==> config.mk <==
export PLATFORM = sky130hd
export DESIGN_NAME = debounce_bank
export DESIGN_NICKNAME = d
export VERILOG_FILES = /design/src/rtl/debounce_pkg.sv /design/src/rtl/debounce_ch.sv /design/src/rtl/debounce_bank.sv
export SDC_FILE = /design/constraint.sdc
export NUM_CORES = 1
export LEC_CHECK = 0
export BUFFER_PORTS_ARGS = -buffer_cell sky130_fd_sc_hd__clkbuf_2
export CELL_PAD_IN_SITES_DETAIL_PLACEMENT = 1
export CELL_PAD_IN_SITES_GLOBAL_PLACEMENT = 1
export CORE_MARGIN = 2
export CORE_UTILIZATION = 45
export CTS_CLUSTER_DIAMETER = 200
export DETAILED_ROUTE_END_ITERATION = 16
export GPL_TIMING_DRIVEN = 0
export PLACE_DENSITY = 0.85
export SLEW_MARGIN = 15
export SYNTH_ARGS = -nofsm -noshare
export SYNTH_HDL_FRONTEND = slang
export SYNTH_SLANG_ARGS = --single-unit
==> constraint.sdc <==
create_clock -name clk -period 2.35 [get_ports clk]
set_input_delay 0.235 -clock clk [delete_from_list [all_inputs] [get_ports clk]]
set_output_delay 0.235 -clock clk [all_outputs]
set_load 0.02 [all_outputs]
==> src/rtl/debounce_pkg.sv <==
// -----------------------------------------------------------------------------
// debounce_pkg
// Shared definitions for the debounce bank:
//   - db_state_e  : per-channel FSM state encoding
//   - DEF_*       : default parameter values used by debounce_ch / debounce_bank
//   - state_level : debounced level implied by an FSM state
// Optional feature macro: DEBOUNCE_REPEAT_EN (auto-repeat, used by the modules)
// -----------------------------------------------------------------------------
package debounce_pkg;

  typedef enum logic [1:0] {
    IDLE       = 2'b00,
    PRESS_PEND = 2'b01,
    HELD       = 2'b10,
    REL_PEND   = 2'b11
  } db_state_e;

  localparam int DEF_NUM_CH        = 4;
  localparam int DEF_CNT_W         = 16;
  localparam int DEF_STABLE_CYCLES = 65535;
  localparam int DEF_RPT_W         = 24;
  localparam int DEF_REPEAT_DELAY  = 8000000;
  localparam int DEF_REPEAT_PERIOD = 2000000;

  // The pending states still report the old stable level.
  function automatic logic state_level(input db_state_e s);
    logic lvl;
    case (s)
      HELD, REL_PEND: lvl = 1'b1;
      default:        lvl = 1'b0;
    endcase
    return lvl;
  endfunction

endpackage

==> src/rtl/debounce_ch.sv <==
// -----------------------------------------------------------------------------
// debounce_ch
// One debounced button channel: 2-flop synchronizer, 4-state debounce FSM with
// saturating stability counter, registered level/press/release outputs and,
// when DEBOUNCE_REPEAT_EN is defined, an auto-repeat pulse generator.
// Ports:
//   clk    in   system clock (rising edge)
//   rst_n  in   asynchronous active-low reset
//   button in   raw asynchronous button level, 1 = pressed
//   level  out  debounced level
//   press  out  one-cycle pulse on debounced 0->1
//   rel    out  one-cycle pulse on debounced 1->0
//   rpt    out  one-cycle auto-repeat pulse while held (0 without the macro)
// -----------------------------------------------------------------------------
module debounce_ch
  import debounce_pkg::*;
#(
  parameter int CNT_W         = DEF_CNT_W,
  parameter int STABLE_CYCLES = DEF_STABLE_CYCLES
`ifdef DEBOUNCE_REPEAT_EN
  ,
  parameter int RPT_W         = DEF_RPT_W,
  parameter int REPEAT_DELAY  = DEF_REPEAT_DELAY,
  parameter int REPEAT_PERIOD = DEF_REPEAT_PERIOD
`endif
) (
  input  logic clk,
  input  logic rst_n,
  input  logic button,
  output logic level,
  output logic press,
  output logic rel,
  output logic rpt
);

  localparam logic [CNT_W-1:0] CNT_ZERO = {CNT_W{1'b0}};
  localparam logic [CNT_W-1:0] CNT_ONE  = CNT_W'(1);
  localparam logic [CNT_W-1:0] CNT_TERM = CNT_W'(STABLE_CYCLES);
  // A one-cycle stability window needs no pending dwell at all.
  localparam bit DIRECT_FLIP = (STABLE_CYCLES == 1);

  logic             sync1_r;
  logic             sync2_r;
  db_state_e        state_r;
  db_state_e        state_nxt;
  logic [CNT_W-1:0] cnt_r;
  logic [CNT_W-1:0] cnt_nxt;
  logic             level_r;
  logic             press_r;
  logic             press_nxt;
  logic             rel_r;
  logic             rel_nxt;

  // Two-flop synchronizer for the raw button level.
  always_ff @(posedge clk or negedge rst_n) begin
    if (!rst_n) begin
      sync1_r <= 1'b0;
      sync2_r <= 1'b0;
    end else begin
      sync1_r <= button;
      sync2_r <= sync1_r;
    end
  end

  // Debounce FSM next-state, counter and pulse decode.
  always_comb begin
    state_nxt = state_r;
    cnt_nxt   = cnt_r;
    press_nxt = 1'b0;
    rel_nxt   = 1'b0;
    case (state_r)
      IDLE: begin
        if (sync2_r) begin
          if (DIRECT_FLIP) begin
            state_nxt = HELD;
            press_nxt = 1'b1;
            cnt_nxt   = CNT_ZERO;
          end else begin
            state_nxt = PRESS_PEND;
            cnt_nxt   = CNT_ONE;
          end
        end else begin
          cnt_nxt = CNT_ZERO;
        end
      end
      PRESS_PEND: begin
        if (!sync2_r) begin
          state_nxt = IDLE;
          cnt_nxt   = CNT_ZERO;
        end else if (cnt_r == CNT_TERM) begin
          state_nxt = HELD;
          press_nxt = 1'b1;
          cnt_nxt   = CNT_ZERO;
        end else begin
          cnt_nxt = cnt_r + CNT_ONE;
        end
      end
      HELD: begin
        if (!sync2_r) begin
          if (DIRECT_FLIP) begin
            state_nxt = IDLE;
            rel_nxt   = 1'b1;
            cnt_nxt   = CNT_ZERO;
          end else begin
            state_nxt = REL_PEND;
            cnt_nxt   = CNT_ONE;
          end
        end else begin
          cnt_nxt = CNT_ZERO;
        end
      end
      REL_PEND: begin
        if (sync2_r) begin
          state_nxt = HELD;
          cnt_nxt   = CNT_ZERO;
        end else if (cnt_r == CNT_TERM) begin
          state_nxt = IDLE;
          rel_nxt   = 1'b1;
          cnt_nxt   = CNT_ZERO;
        end else begin
          cnt_nxt = cnt_r + CNT_ONE;
        end
      end
      default: begin
        state_nxt = IDLE;
        cnt_nxt   = CNT_ZERO;
      end
    endcase
  end

  // FSM state, counter and registered outputs.
  always_ff @(posedge clk or negedge rst_n) begin
    if (!rst_n) begin
      state_r <= IDLE;
      cnt_r   <= CNT_ZERO;
      level_r <= 1'b0;
      press_r <= 1'b0;
      rel_r   <= 1'b0;
    end else begin
      state_r <= state_nxt;
      cnt_r   <= cnt_nxt;
      level_r <= state_level(state_nxt);
      press_r <= press_nxt;
      rel_r   <= rel_nxt;
    end
  end

  assign level = level_r;
  assign press = press_r;
  assign rel   = rel_r;

`ifdef DEBOUNCE_REPEAT_EN
  localparam logic [RPT_W-1:0] RPT_ZERO  = {RPT_W{1'b0}};
  localparam logic [RPT_W-1:0] RPT_ONE   = RPT_W'(1);
  localparam logic [RPT_W-1:0] DELAY_C   = RPT_W'(REPEAT_DELAY);
  localparam logic [RPT_W-1:0] PERIOD_C  = RPT_W'(REPEAT_PERIOD);

  logic [RPT_W-1:0] rpt_cnt_r;
  logic [RPT_W-1:0] rpt_cnt_nxt;
  logic [RPT_W-1:0] rpt_inc_s;
  logic             armed_r;
  logic             armed_nxt;
  logic             rpt_r;
  logic             rpt_nxt;

  // Repeat counter: runs only on cycles that stay in HELD. The first target is
  // the initial delay; once it fires (armed) the period is used. Anything that
  // leaves HELD, including the start of a release, clears it.
  always_comb begin
    rpt_cnt_nxt = rpt_cnt_r;
    armed_nxt   = armed_r;
    rpt_nxt     = 1'b0;
    rpt_inc_s   = rpt_cnt_r + RPT_ONE;
    if ((state_r == HELD) && (state_nxt == HELD)) begin
      if ((!armed_r && (rpt_inc_s == DELAY_C)) || (armed_r && (rpt_inc_s == PERIOD_C))) begin
        rpt_nxt     = 1'b1;
        rpt_cnt_nxt = RPT_ZERO;
        armed_nxt   = 1'b1;
      end else begin
        rpt_cnt_nxt = rpt_inc_s;
      end
    end else begin
      rpt_cnt_nxt = RPT_ZERO;
      armed_nxt   = 1'b0;
    end
  end

  // Repeat counter and pulse registers.
  always_ff @(posedge clk or negedge rst_n) begin
    if (!rst_n) begin
      rpt_cnt_r <= RPT_ZERO;
      armed_r   <= 1'b0;
      rpt_r     <= 1'b0;
    end else begin
      rpt_cnt_r <= rpt_cnt_nxt;
      armed_r   <= armed_nxt;
      rpt_r     <= rpt_nxt;
    end
  end

  assign rpt = rpt_r;
`else
  assign rpt = 1'b0;
`endif

endmodule

==> src/rtl/debounce_bank.sv <==
// -----------------------------------------------------------------------------
// debounce_bank
// Bank of NUM_CH fully independent debounced button channels.
// Optional feature macro: DEBOUNCE_REPEAT_EN enables per-channel auto-repeat;
// without it repeat_o is tied low and no repeat logic exists.
// Ports:
//   clk        in   system clock (rising edge)
//   rst_n      in   asynchronous active-low reset
//   button     in   [NUM_CH] raw button levels, 1 = pressed
//   level_o    out  [NUM_CH] debounced levels
//   press_o    out  [NUM_CH] one-cycle pulse on debounced 0->1
//   release_o  out  [NUM_CH] one-cycle pulse on debounced 1->0
//   repeat_o   out  [NUM_CH] one-cycle auto-repeat pulse while held
// -----------------------------------------------------------------------------
module debounce_bank
  import debounce_pkg::*;
#(
  parameter int NUM_CH        = DEF_NUM_CH,
  parameter int CNT_W         = DEF_CNT_W,
  parameter int STABLE_CYCLES = DEF_STABLE_CYCLES,
  parameter int RPT_W         = DEF_RPT_W,
  parameter int REPEAT_DELAY  = DEF_REPEAT_DELAY,
  parameter int REPEAT_PERIOD = DEF_REPEAT_PERIOD
) (
  input  logic              clk,
  input  logic              rst_n,
  input  logic [NUM_CH-1:0] button,
  output logic [NUM_CH-1:0] level_o,
  output logic [NUM_CH-1:0] press_o,
  output logic [NUM_CH-1:0] release_o,
  output logic [NUM_CH-1:0] repeat_o
);

  // Legal parameter ranges; an illegal set shows up as the g_cfg_out_of_range
  // scope in the elaborated hierarchy.
  localparam bit CFG_OK =
      (NUM_CH >= 1) && (NUM_CH <= 32) &&
      (CNT_W >= 1) && (CNT_W <= 32) &&
      (STABLE_CYCLES >= 1) &&
      (longint'(STABLE_CYCLES) <= ((longint'(1) << CNT_W) - longint'(1))) &&
      (RPT_W >= 1) && (RPT_W <= 32) &&
      (REPEAT_DELAY >= 1) &&
      (longint'(REPEAT_DELAY) <= ((longint'(1) << RPT_W) - longint'(1))) &&
      (REPEAT_PERIOD >= 1) &&
      (longint'(REPEAT_PERIOD) <= ((longint'(1) << RPT_W) - longint'(1)));

  if (!CFG_OK) begin : g_cfg_out_of_range
  end

  for (genvar i = 0; i < NUM_CH; i++) begin : g_ch
    debounce_ch #(
      .CNT_W         (CNT_W),
      .STABLE_CYCLES (STABLE_CYCLES)
`ifdef DEBOUNCE_REPEAT_EN
      ,
      .RPT_W         (RPT_W),
      .REPEAT_DELAY  (REPEAT_DELAY),
      .REPEAT_PERIOD (REPEAT_PERIOD)
`endif
    ) u_ch (
      .clk    (clk),
      .rst_n  (rst_n),
      .button (button[i]),
      .level  (level_o[i]),
      .press  (press_o[i]),
      .rel    (release_o[i]),
      .rpt    (repeat_o[i])
    );
  end

endmodule

== After elaboration in Yosys (flattened, before gate mapping) ==
Index checks and enable logic that the tools add are counted.
Storage, ports and cells
  word-level logic and storage cells: 140
  flip-flop bits (word level): 92
  output and inout port bits: 16
  input bits: 6
Cells by class
  $add $sub $neg: 4
  multiplexer cells: 76
  reductions and logical operators: 8
  eq/ne operators: 24
Operators with widths (number)
  16-bit one-hot mux with 4 select lines: 4
  16-bit 2-to-1 mux: 12
  16-bit by 1-bit adder with 16-bit output (second input constant): 4
  16-bit == test (second input constant): 4
  2-bit 2-to-1 mux: 24
  2-bit == test (second input constant): 16
  1-bit 2-to-1 mux: 32
  2-bit one-hot mux with 4 select lines: 4
  2-bit by 1-bit == test with 1-bit output (second input constant): 4
  2-bit zero test: 4
  2-bit OR reduction: 4

== Depth between registers and ports, before layout ==
  depth in word-level cells: 7
  mapped depth: 7

== Cells and area by module ==
Synthesis repeated with hierarchy kept, for this count alone.
Unflattened totals
  cells, all modules: 383
  area total of the unflattened synthesis: 4140.2 um^2
Modules (own cells, without submodules)
  debounce_ch (g_ch[0].u_ch ...): sequential area each 575.6 um^2, times used 3, area an instance 1032.2 um^2, cells an instance 96
  debounce_ch (g_ch[3].u_ch): sequential area each 575.6 um^2, times used 1, area an instance 1043.5 um^2, cells an instance 95

== Least setup slack after synthesis ==
No wires, ideal clock.
  path type: register to register
  from: register g_ch[3].u_ch.cnt_r[0]
  to: register g_ch[3].u_ch.cnt_r[10]
  library setup time: 121 ps
  data arrival time: 1708 ps
  buffers on the path: 2
  stages on the path, launching flop included: 8
  setup slack: 520 ps
  required time: 2229 ps
  cells stage by stage: dfrtp_1 ha_1 nand3_1 nor4_1 or2_2 clkbuf_1 buf_2 nor2_1
Between the ends
  cells in the longest elaborated chain, start to end: 4
  elaborated cells between the ends (all ways): 6
RTL lines
  from (decl): RTL line debounce_ch.sv:46  | logic [CNT_W-1:0] cnt_r;
  from (signal assigned): RTL line debounce_ch.sv:141  | cnt_r <= cnt_nxt;
  16-bit by 1-bit adder with 16-bit output / 16-bit == test (equally long branches)
  16-bit 2-to-1 mux (*): RTL line debounce_ch.sv:90, debounce_ch.sv:116
  16-bit 2-to-1 mux, on equally long branches: RTL line debounce_ch.sv:113, debounce_ch.sv:87
  16-bit one-hot mux with 4 select lines (*): RTL line debounce_ch.sv:71  | case (state_r)
  named net g_ch[3].u_ch.cnt_nxt[10]: RTL line debounce_ch.sv:47  | logic [CNT_W-1:0] cnt_nxt;
Mark *: on every way through the listed nets, which the timed path passes. The rest lies on a longest branch.

== Final worst setup path ==
  from: register g_ch[2].u_ch.cnt_r[0]
  to: register g_ch[2].u_ch.cnt_r[6]
Between the ends
  cells in the longest elaborated chain, start to end: 4
  elaborated cells between the ends (all ways): 6
RTL lines (RTL line)
  from (decl): debounce_ch.sv:46
  from (signal assigned): debounce_ch.sv:141
  16-bit by 1-bit adder with 16-bit output / 16-bit == test (equally long branches)
  16-bit 2-to-1 mux (*): debounce_ch.sv:90, debounce_ch.sv:116
  16-bit 2-to-1 mux, on equally long branches: debounce_ch.sv:113, debounce_ch.sv:87
  16-bit one-hot mux with 4 select lines (*): debounce_ch.sv:71
  named net g_ch[2].u_ch.cnt_nxt[6]: debounce_ch.sv:47
Marked as above.

==> summary.md <==
| Metric | Value |
|---|---|
| Status | `complete, no violations` |
| Clk sinks | `92` |
| Worst-margin pin slew | `725.8 ps` |
| Leakage | `1.891 nW` |
| Count of pins over their slew limit | `0` |
| ANT nets after route | `0` |
| Post-DR vias/cell | `5.100` |
| H-tree depth | `3` |
| CTS tree | `yes` |
| HP Start | `g_ch[3].u_ch.sync1_r$_DFF_PN0_` |
| Final setup vio count | `0` |
| Core Region | `8763 um^2` |
| Initial antenna violation count | `0` |
| DP Area | `4334 um^2` |
| Cell taking the most area after synthesis | `dfrtp_1` |
| Reg-to-reg endpoint | `g_ch[2].u_ch.cnt_r[6]$_DFF_PN0_` |
| Skew-Pair Late Insertion Delay | `370 ps` |
| PwrDens | `613.0 nW/um^2` |
| GR Layer Usage met2 | `31.44%` |
| Top-level port count | `22` |
| Tcrit/Tclk final | `88.33%` |
| Synth top area share | `56.23%` |
| Count of antenna diodes in the layout | `0` |
| WHS | `358.6 ps` |
| Crit path capture type | `flip-flop` |
| Worst Path Class, Setup | `flip-flop to flip-flop` |
| Placer Congestion | `0.7427` |
| Iter 0 DRT Violations | `114` |
| CP Max Fanout | `10` |
| R2R Setup Slk | `270 ps` |
| Die Span Y | `99.38 um` |
| Reg2reg path depth | `6` |
| Worst-path clk slew | `100 ps` |
| Synth Warn # | `0` |
| Fin area | `4609 um^2` |
| Final critical-path required period | `2076 ps` |
| Initial Util | `46.72%` |
| Hold Path Cell Cnt | `0` |
| Relative slew slack | `51.61%` |
| Crit path arrival time | `2330 ps` |
| TritonRoute pass-1 iters | `4` |
| Netlist cell types | `30` |
| Hold Path Sink | `g_ch[3].u_ch.sync2_r$_DFF_PN0_` |
| Rows | `34` |
| Worst R2R Start | `g_ch[2].u_ch.cnt_r[0]$_DFF_PN0_` |
| Avg Inst Size Synth | `10.47 um^2` |
| Final Non-Filler Cells | `540` |
| Die Width | `99.38 um` |
| Root buf cell | `clkbuf_8` |
| Avg WL per Cell | `14.94 um` |
| Vias in the first global route | `2,974` |
| First-pass GRT wire length | `13,880 um` |
| Top area cells in the synthesized netlist | `dfrtp_1, xnor2_1, nor2_1` |
| Worst VDD drop | `0.2968 mV` |
| Synth Register Bits | `92` |
| Seq/Total Area, Yosys | `56.23%` |
| CP required | `2600 ps` |
| Final hold violation count | `0` |
| DP Cell Count | `519` |
| Num CTS Buffers | `9` |
| CTS Buffer Depth | `2` |
| Final WL | `8067 um` |
| Worst Skew | `11.04 ps` |
| # port buffers | `17` |
| Final nets | `437` |
| Total grt overflow | `0` |
| Setup Buffers After CTS | `0` |
| CP startpoint kind | `flip-flop` |
| Mapped Area | `4094 um^2` |
| M1 GR Usage | `21.14%` |
| Max Clk Rate | `481.8 MHz` |
| # DRC | `0` |
| Detailed-route via count | `2,754` |
| Setup TNS | `0 ps` |
| Maxcap violations | `0` |
| Largest net degree at the start of global routing | `93` |
| RSZ-0062 raised after global routing | `false` |
| Gate count after technology mapping | `391` |
| Gr usage total | `17.81%` |
| Full die area | `9876 um^2` |
| Area growth, synth to finish | `12.59%` |
| Post-DP HPWL | `5331 um` |
| Met3 Track Usage GR | `5.060%` |
| Share of layout cells above drive strength 1 | `14.81%` |
| Global routing's busiest layer | `met2` |
| Min-delay worst type | `flip-flop to flip-flop` |
-- cell type report --
class / instances / area (um^2)
Tap cell: 108 / 135.1
Multi-Input combinational cell: 264 / 1618
Sequential cell: 92 / 2302
Inverter: 17 / 63.81
Buffer: 21 / 141.4
Timing Repair Buffer: 22 / 143.9
Fill cell: 975 / 4154
Clock inverter: 7 / 81.33
Clock buffer: 9 / 123.9
-- worst max path at each step --
stage                                         start                          endpoint  cells after the start  slack [ps]
global route        g_ch[2].u_ch.cnt_r[0]$_DFF_PN0_  g_ch[2].u_ch.cnt_r[10]$_DFF_PN0_                      6          70
global placement                              rst_n  g_ch[3].u_ch.cnt_r[13]$_DFF_PN0_                      1         -10
CTS                 g_ch[3].u_ch.cnt_r[0]$_DFF_PN0_   g_ch[3].u_ch.cnt_r[5]$_DFF_PN0_                      7          20
detailed placement  g_ch[3].u_ch.cnt_r[0]$_DFF_PN0_   g_ch[3].u_ch.cnt_r[5]$_DFF_PN0_                      7          60
finish              g_ch[2].u_ch.cnt_r[0]$_DFF_PN0_   g_ch[2].u_ch.cnt_r[6]$_DFF_PN0_                      6         270
floorplan           g_ch[3].u_ch.cnt_r[0]$_DFF_PN0_  g_ch[3].u_ch.cnt_r[10]$_DFF_PN0_                      7         520
-- placed cells by master, fill, tap and decap left out, types with 4 or more instances in the layout --
| cell type | netlist | final |
|---|---|---|
| xnor2_1 | 56 | 56 |
| nand2_1 | 16 | 16 |
| mux2_2 | 6 | 6 |
| ha_1 | 4 | 4 |
| buf_4 | 16 | 16 |
| nor3_1 | 17 | 17 |
| conb_1 | 1 | 4 |
| dlygate4sd3_1 | 0 | 5 |
| clkbuf_8 | 0 | 10 |
| nor2_1 | 81 | 81 |
| nand2b_1 | 4 | 4 |
| dfrtp_1 | 92 | 92 |
| nand4_1 | 12 | 12 |
| xor2_1 | 4 | 4 |
| nor3b_1 | 8 | 8 |
| inv_1 | 17 | 17 |
| nor4_1 | 15 | 14 |
| nand3_1 | 21 | 20 |
| clkbuf_2 | 0 | 16 |
-- cells by family after synthesis --
group                      share of synthesized area [%]
AOI/OAI and AO/OA                                  1.467
xor gates and xnor gates                           12.84
adders and majority gates                          1.223
buffers and inverters                              5.012
DFF                                                56.23
muxes                                              2.200
other                                            0.09160
and+or+nand+nor                                    20.94
-- report_power, final --
group	switching, mW	internal, mW	total [mW]
logic	0.0675	0.0338	0.101
registers	0.0186	1.60	1.62
clock network	0.598	0.506	1.10
total	0.684	2.14	2.83
-- registers in the layout (all words and copies together), names as in the netlist --
name	count
g_ch.u_ch.cnt_r	64
g_ch.u_ch.level	4
g_ch.u_ch.press	4
g_ch.u_ch.rel	4
g_ch.u_ch.state_r	8
g_ch.u_ch.sync1_r	4
g_ch.u_ch.sync2_r	4
-- per-stage QoR --
| stage | util, % | power [mW] | worst slack [ps] |
|---|---|---|---|
| 2_1_floorplan | - | 1.696 | 520.5 |
| 3_3_place_gp | 49.36 | 1.743 | -12.92 |
| 3_5_place_dp | 49.46 | 1.748 | 58.68 |
| 4_1_cts | 52.37 | 2.865 | 20.95 |
| 5_1_grt | 52.60 | 2.953 | 65.11 |
| 6_report | 52.60 | 2.826 | 274.3 |
-- Yosys cell counts, drive strengths merged --
| master | instances |
|---|---|
| nor4 | 15 |
| nand2b | 4 |
| buf | 18 |
| inv | 17 |
| a21o | 1 |
| nor2 | 81 |
| nand4 | 13 |
| clkbuf | 3 |
| nand3 | 21 |
| a31o | 2 |
| and2 | 1 |
| a211oi | 3 |
| a21oi | 1 |
| and3 | 1 |
| or2 | 2 |
| dfrtp | 92 |
| nor3b | 8 |
| xnor2 | 56 |
| ha | 4 |
| a21boi | 1 |
| nand2 | 16 |
| nor3 | 17 |
| mux2 | 8 |
| xor2 | 4 |
| conb | 1 |
| or4 | 1 |
-- layer usage --
metal  up-vias  routed length, um  share of wire [%]
met5         -                  0                  0
met1      1376               3544                 44
li1       1347                  -                  -
met4         0                 92                1.1
met3         7                236                2.9
met2        24               4193                 52
-- worst max-delay path, cell delays in order, from the launching register on --
cell and delay [ps]:
dfrtp_1 410, ha_1 220, nand3_1 280, nor3_1 490
a21o_1 240, buf_2 240, nor2_1 80
-- timing repair --
item / CTS / global route
hold buffers: 5 / 0
resized for setup: 0 / 3
hold endpoints to repair: 96 / 0
setup endpoints to repair: 0 / 10
No activity file was read; power rests on OpenSTA's default activity.
